### config.mk
export PLATFORM = sky130hd
export DESIGN_NAME = kernel_stream_writer
export DESIGN_NICKNAME = d
export VERILOG_FILES = /design/src/rtl/kernel_stream_writer.sv
export SDC_FILE = /design/constraint.sdc
export NUM_CORES = 1
export LEC_CHECK = 0
export BUFFER_PORTS_ARGS = -buffer_cell sky130_fd_sc_hd__buf_4
export CAP_MARGIN = 5
export CORE_ASPECT_RATIO = 0.6
export CORE_UTILIZATION = 25
export DETAILED_ROUTE_END_ITERATION = 10
export PLACE_DENSITY = 0.37
export SLEW_MARGIN = 10
export SYNTH_ARGS = -nofsm -noshare
export SYNTH_HDL_FRONTEND = slang
export SYNTH_SLANG_ARGS = --single-unit
### constraint.sdc
create_clock -name clk -period 67.3 [get_ports clk]
set_input_delay 13.46 -clock clk [delete_from_list [all_inputs] [get_ports clk]]
set_output_delay 13.46 -clock clk [all_outputs]
set_load 0.01 [all_outputs]
### src/rtl/kernel_stream_writer.sv
// Kernel store write side: packs a valid/ready byte stream into 3x3 kernel words held in a
// register bank, with a combinational per-channel read port for the kernel-latching logic.
module kernel_stream_writer #(
  parameter int unsigned NUM_KERNELS = 8,
  parameter int unsigned ADDR_W      = 4
) (
  input  logic              clk,
  input  logic              rst,
  input  logic              start,
  input  logic              s_valid,
  input  logic signed [7:0] s_data,
  output logic              s_ready,
  output logic              busy,
  output logic              done,
  output logic              loaded,
  input  logic [ADDR_W-1:0] rd_addr,
  output logic signed [7:0] k0,
  output logic signed [7:0] k1,
  output logic signed [7:0] k2,
  output logic signed [7:0] k3,
  output logic signed [7:0] k4,
  output logic signed [7:0] k5,
  output logic signed [7:0] k6,
  output logic signed [7:0] k7,
  output logic signed [7:0] k8
);

  localparam int unsigned KW = (NUM_KERNELS > 1) ? $clog2(NUM_KERNELS) : 1;
  localparam logic [ADDR_W-1:0] LastKidx = ADDR_W'(NUM_KERNELS - 1);
  localparam logic [ADDR_W:0]   NumKernels = (ADDR_W + 1)'(NUM_KERNELS);
  localparam logic [3:0]        LastTap = 4'd8;

  typedef enum logic [1:0] {StIdle, StLoad, StCommit, StDone} state_e;

  state_e            state_q, state_d;
  logic [3:0]        tap_cnt_q, tap_cnt_d;
  logic [ADDR_W-1:0] kidx_q, kidx_d;
  logic              loaded_q, loaded_d;
  logic [7:0]        taps_q [9];
  logic [71:0]       bank_q [NUM_KERNELS];
  logic [71:0]       word_packed;
  logic [71:0]       rd_word;
  logic              beat;

  assign beat = (state_q == StLoad) && s_valid;

  always_comb begin
    state_d   = state_q;
    tap_cnt_d = tap_cnt_q;
    kidx_d    = kidx_q;
    loaded_d  = loaded_q;
    s_ready   = 1'b0;
    busy      = 1'b0;
    done      = 1'b0;
    unique case (state_q)
      StIdle: begin
        if (start) begin
          state_d   = StLoad;
          tap_cnt_d = '0;
          kidx_d    = '0;
          loaded_d  = 1'b0;
        end
      end
      StLoad: begin
        s_ready = 1'b1;
        busy    = 1'b1;
        if (s_valid) begin
          if (tap_cnt_q == LastTap) begin
            state_d   = StCommit;
            tap_cnt_d = '0;
          end else begin
            tap_cnt_d = tap_cnt_q + 4'd1;
          end
        end
      end
      StCommit: begin
        busy = 1'b1;
        if (kidx_q == LastKidx) begin
          state_d = StDone;
        end else begin
          kidx_d  = kidx_q + 1'b1;
          state_d = StLoad;
        end
      end
      StDone: begin
        done     = 1'b1;
        loaded_d = 1'b1;
        state_d  = StIdle;
      end
      default: state_d = StIdle;
    endcase
  end

  always_ff @(posedge clk or posedge rst) begin
    if (rst) begin
      state_q   <= StIdle;
      tap_cnt_q <= '0;
      kidx_q    <= '0;
      loaded_q  <= 1'b0;
    end else begin
      state_q   <= state_d;
      tap_cnt_q <= tap_cnt_d;
      kidx_q    <= kidx_d;
      loaded_q  <= loaded_d;
    end
  end

  // Staging taps; a reset drops any partial group.
  always_ff @(posedge clk or posedge rst) begin
    if (rst) begin
      for (int i = 0; i < 9; i++) begin
        taps_q[i] <= '0;
      end
    end else if (beat) begin
      taps_q[tap_cnt_q] <= s_data;
    end
  end

  always_comb begin
    word_packed = '0;
    for (int i = 0; i < 9; i++) begin
      word_packed[8*i +: 8] = taps_q[i];
    end
  end

  // The bank entry changes on the edge that ends COMMIT, so readers see old taps until then.
  always_ff @(posedge clk or posedge rst) begin
    if (rst) begin
      for (int i = 0; i < int'(NUM_KERNELS); i++) begin
        bank_q[i] <= '0;
      end
    end else if (state_q == StCommit) begin
      bank_q[kidx_q[KW-1:0]] <= word_packed;
    end
  end

  always_comb begin
    rd_word = '0;
    if ({1'b0, rd_addr} < NumKernels) begin
      rd_word = bank_q[rd_addr[KW-1:0]];
    end
  end

  assign k0     = rd_word[7:0];
  assign k1     = rd_word[15:8];
  assign k2     = rd_word[23:16];
  assign k3     = rd_word[31:24];
  assign k4     = rd_word[39:32];
  assign k5     = rd_word[47:40];
  assign k6     = rd_word[55:48];
  assign k7     = rd_word[63:56];
  assign k8     = rd_word[71:64];
  assign loaded = loaded_q;

endmodule
# After elaboration in Yosys (flattened, before gate mapping)
# Cells that the tools add are included.
# totals
word_cells	79
input_bits	16
regBits	659
# op_classes
eq_ne	9
n_reduce_logical	12
magnitude_cmp	6
n_addsub	2
n_mux	26
bitwise_logic	3
# ops
cell	n
576-bit bitwise mux	1
72-bit 2-to-1 mux	4
72-bit binary-select mux with 3-bit select	1
72-bit demux with 3-bit select	1
72-bit bitwise mux	1
8-bit demux with 4-bit select	1
4-bit 2-to-1 mux	4
4-bit case mux with 2 select lines	2
3-bit AND reduction	3
4-bit by 1-bit adder with 4-bit output (second input constant)	2
4-bit >= comparator (second input constant)	2
2-bit 2-to-1 mux	4
8-bit 2-to-1 mux	1
3-bit NOT with 4-bit output	2
2-bit case mux with 4 select lines	1
2-bit inequality test (second input constant)	3
2-bit nonzero test	3
5-bit >= comparator (second input constant)	1
5-bit by 1-bit less-than comparator with 1-bit output (second input constant)	1
4-bit NOT with 5-bit output	1
2-bit equality test (second input constant)	2
4-bit by 3-bit equality test with 1-bit output (second input constant)	1
4-bit equality test (second input constant)	1
4-bit by 1-bit less-than comparator with 1-bit output (second input constant)	1
other kinds (9)	14

# Logic depth before layout (Yosys ltp)
# logic_depth
ltp_word	6
mapped_depth	7

# Least setup slack after synthesis
# No wires, ideal clock.
# synth_timing
path_kind	in2out
from	in rd_addr[2]
to	out k0[0]
slack_ps	39149
cell_stages	6
t_required_ps	53840
n_path_buf	3
t_arrival_ps	14691
cell_sequence	buf_2 buf_6 buf_4 mux4_2 mux2i_1 nor2_1
# synth_between
elab_chain_cells	5
word_cells_on_any_way	6
classes_between	order compare: 1; mux: 4; bitwise: 1
# synth_rtl
item	line	rtl
from (decl)	16	input logic [ADDR_W-1:0] rd_addr,
3-bit NOT with 4-bit output (not written as such)	140	rd_word = bank_q[rd_addr[KW-1:0]];
72-bit binary-select mux with 3-bit select	140	
72-bit 2-to-1 mux (not written as such) (2 in a row)	140	
72-bit 2-to-1 mux (*)	139	if ({1'b0, rd_addr} < NumKernels) begin
to (decl)	17	output logic signed [7:0] k0,
# Every way passes the cells marked *; elsewhere a longest branch is shown, timed or not. The select of a mux whose other input is x is not followed.

# Final worst setup path
# layout_timing
from	in rd_addr[1]
to	out k7[3]
# layout_between
elab_chain_cells	5
word_cells_on_any_way	6
classes_between	order compare: 1; mux: 4; bitwise: 1
# layout_rtl
item	line	rtl
3-bit NOT with 4-bit output (not written as such)	140	
72-bit binary-select mux with 3-bit select	140	
72-bit 2-to-1 mux (not written as such) (2 in a row)	140	
72-bit 2-to-1 mux (*)	139	
to (decl)	24	output logic signed [7:0] k7,
# Marks and branches as above.

==> results <==
- The number of H-tree branching levels is 3.
- Of the cells placed in the final design, the portion with a size suffix greater than 1 is 0.5240.
- Measured in cells, the most critical reg-to-reg path has a length of 7.
- The global-route wire length before repair is ~120 mm.
- The antenna violation net count after detailed routing is 0.
- The quantity of I/O buffers inserted on ports is 91.
- The CTS tree is done.
- The post-route core utilization is 0.2926.
- For this design the static power due to leakage is ~16 nW.
- The maximum count of clock buffers along a single path is 3.
- The mean post-synth cell area is ~16 um^2.
- The kind of end point of the critical path is a primary output.
- For the final routed database, the setup TNS stands at 0 ps.
- Counting the buffers created by CTS gives approximately 70.
- After detailed routing, the number of remaining DRC violations is 0.
- The worst-case hold slack is 485.3 ps.
- The number of max-capacitance violations reported is 0.
- The mean number of vias per cell is 4.569.
- In this run, synthesis produced a sequential element count of between 600 and 700.
- Clock skew on the completed layout was measured at approximately 19 ps.
- Once the clock tree was built, the setup fixing pass inserted 0 buffers.
- The worst setup path is launched from a primary input.
- Of the synthesized area, sequential elements account for 0.5621.
- The run finished with clean final reports.
- The source of the critical timing path is rd_addr[1].
- In this design, the critical path's most frequently occurring cell is buf_4.
- After clock tree synthesis, the clock-pin slew on the worst setup and hold paths is ~60 ps.
- The post-route minimum period is around 30000 ps.
- The largest individual stage delay along the critical path comes from the cell buf_4.
- Before antenna repair, the detailed router went through 4 iterations.
- The capturing element of the worst setup path is k7[3].
- The top achievable clock speed is about 33 MHz.
- The setup violation total in the final timing report is 0.
- The die covers between 0.1 and 0.15 mm^2.
- In this design, the stage delay of the slowest critical-path cell is a little over 700 ps.
- The overall fraction of global-route tracks in use is 0.1401.
- The startpoint of the worst register-to-register path is state_q[0].
- The count of boundary I/O pins is between 90 and 100.
- For this design, the CTS-stage hold fixing added 0 buffers.
- For the worst-skew pair, the clock arrives at the later sink with an insertion delay of 640 ps.
- The yosys synthesis warning count is 0.
- Wires add up to 80.73 mm.
- The via count of the first global-routing pass is 17420.
- The total area inside the core boundary comes to 0.1153 mm^2.
- The placer congestion estimate is around 0.69.
- After filler insertion, the fill cell instance count of the layout stands at about 11000.
- The power density normalized to cell area is about 32 mW/mm^2.
- Clock tree synthesis selected as its root buffer the cell clkbuf_16.
- In the synthesized netlist, the number of instances is 1797.
- The area growth from synthesis to layout is 15.01%.
- The average wire length per cell after detail routing is approximately 23 um.
- The count of unique library cells instantiated by Yosys is around 40.
- Setup repair after global routing left no endpoint under its margin.
- In this run the cell area of the synthesized design comes to between 0.02 and 0.03 mm^2.
- The x dimension of the die is 444.2 um.
- The endpoint of the worst register-to-register path is bank_q[569].
- Detailed placement ended at an HPWL of between 40 and 50 mm.
- Traced cell by cell, the critical path runs through clkbuf_8 -> buf_4 -> buf_4 -> mux4_2 -> mux2i_1 -> nor2_1 -> buf_4.
- In this run, post-CTS repair resized a total of 0 instances.
- In this run the register-to-register setup slack is 63940 ps.
- The clock net sink count is 659.
- The floorplan has 96 rows.
- The count of final max-slew check failures was 0.
- The initial utilization of the core area, before any placement, comes to 0.2544.
- At the pin with the least slew margin, the transition time is around 1100 ps.
- The floorplan step set the die height to roughly 270 um.
- For the worst setup path, the data arrival time is around 17000 ps.
- The remaining max-slew budget at the tightest pin is 0.2833.
- After global routing the overflow that remains totals 0.
- VDD sags by at most 0.00001630 V.
- The critical path class is primary input to primary output.
- The number of violations reported at the end of detailed-routing iteration 0 is around 760.
- The number of antenna violations at the first check in global routing is 10.
- Counting instances, the worst hold path has a depth of 1.
- The layout net count is between 1500 and 2000.
- The largest net degree at the start of global routing is between 150 and 200.
- The path class of the tightest hold or removal check is flip-flop to flip-flop.
- The number of hold-slack violations in the final timing report is 0.
- The routed layout has between 15000 and 20000 vias.
- Counting every net in the synthesized netlist gives about 1800.
- The critical path data required time is 53840 ps.
- Of all nets on the critical path, the largest fanout is 76.
- In the finished design, the share of the clock period the worst path needs comes to 0.4479.
## critical path, delay by kind of cell
family / cells / cell delay, ps
AND/OR/NAND/NOR: 1 / 80
multiplexers: 2 / 850
buffers and inverters: 4 / 2200
## cells in the mapped netlist
master / number / area [um^2]
ha_1: 10 / 125.1
nand4b_1: 2 / 17.52
nand2b_1: 2 / 12.51
nand2_2: 1 / 6.260
o21ai_0: 4 / 20.02
nor3b_1: 2 / 15.01
buf_4: 27 / 202.7
buf_1: 4 / 15.01
nand2_1: 11 / 41.29
nand2b_4: 1 / 13.76
nand3_1: 4 / 20.02
o2bb2ai_1: 2 / 17.52
nor3b_2: 2 / 25.02
nor2_1: 80 / 300.3
nor2b_1: 4 / 25.02
o31ai_1: 3 / 22.52
buf_6: 8 / 90.09
mux2i_1: 74 / 740.7
nand3_2: 1 / 10.01
mux4_2: 144 / 3243
a21oi_1: 2 / 10.01
a211oi_1: 2 / 15.01
nor3_4: 2 / 32.53
inv_1: 6 / 22.52
nand3b_1: 1 / 7.510
a2111oi_0: 1 / 8.760
clkbuf_1: 15 / 56.30
mux2_1: 19 / 214.0
or3_1: 1 / 6.260
o211ai_1: 1 / 7.510
o41ai_1: 1 / 8.760
or2_2: 1 / 6.260
dfrtp_1: 659 / 16490
o22ai_1: 1 / 6.260
and4bb_1: 1 / 12.51
buf_2: 62 / 310.3
a2bb2oi_1: 1 / 8.760
nand4_4: 1 / 21.27
nand4_1: 2 / 12.51
and4b_1: 2 / 20.02
mux2_2: 630 / 7094
## kinds of logic after synthesis
family,after synthesis,synth area share
buffers and inverters,122,0.02376
and+or+nand+nor,121,0.02064
DFF,659,0.5621
adders and majority gates,10,0.004265
AOI/OAI and AO/OA,18,0.004265
muxes,867,0.3849
## layout make-up
cell class | instances | area (um^2) | area share
tap | 1519 | 1901 | 0.05633
inverter | 6 | 30.03 | 0.0008900
sequential | 659 | 16490 | 0.4888
multi-input combinational | 1016 | 12170 | 0.3606
clock buffer | 103 | 2049 | 0.06074
antenna | 2 | 5.005 | 0.0001483
clock inverter | 18 | 157.7 | 0.004673
timing repair buffer | 118 | 940.9 | 0.02789
## how the worst min path moves through the flow
stage                            from           to  slack [ps]
after floorplan           bank_q[532]  bank_q[532]         450
after global placement    bank_q[532]  bank_q[532]         470
after detailed placement  bank_q[532]  bank_q[532]         470
after CTS                 bank_q[532]  bank_q[532]         490
after global routing      bank_q[564]  bank_q[564]         500
final                     bank_q[491]  bank_q[491]         490
## registers in the layout (all words and copies together), names as in the netlist
name / flops
taps_q: 72
loaded: 1
kidx_q: 4
bank_q: 576
state_q: 2
tap_cnt_q: 4
## cell usage in the layout (no fill, tap or decap), drive strengths merged, types with 2 or more instances in the layout
master and instances:
dfrtp 659, mux2 649, mux4 144, buf 117, clkbuf 104, nor2 80, mux2i 74, nand2 12
clkinv 11, ha 10, inv 10, nand3 5, nor3b 4, nor2b 4, o21ai 4, o31ai 3
nand2b 3, nand4 3, diode 2, nand4b 2, nor3 2, and4b 2, a21oi 2, a211oi 2
o2bb2ai 2, bufinv 2
## where the power goes
group / leakage (nW) / switching [mW] / internal (mW)
Combinational: 5.92 / 0.0866 / 0.102
Clock: 1.09 / 0.168 / 0.219
Sequential: 9.08 / 0.0553 / 0.456
## per-layer routing
metal / global-route usage / vias up / part of all wire
li1: - / 6841 / -
met1: 0.1971 / 8590 / 0.48
met2: 0.2238 / 187 / 0.47
met3: 0.02610 / 105 / 0.034
met4: 0.02973 / 0 / 0.018
met5: 0 / - / 0
## per-stage QoR
stage | cells | setup WS [ps] | instance area (um^2) | power (mW)
final | 3441 | 37160 | 33740 | 1.086
after global routing | 3440 | 37010 | 33740 | 1.149
after CTS | 3439 | 37070 | 33730 | 1.110
after detailed placement | 3318 | 37070 | 31530 | 0.7130
after global placement | 3318 | 37070 | 31530 | 0.7073
after floorplan | 1797 | 35370 | 29340 | 0.6438
Power figures use the tool's default switching activity.
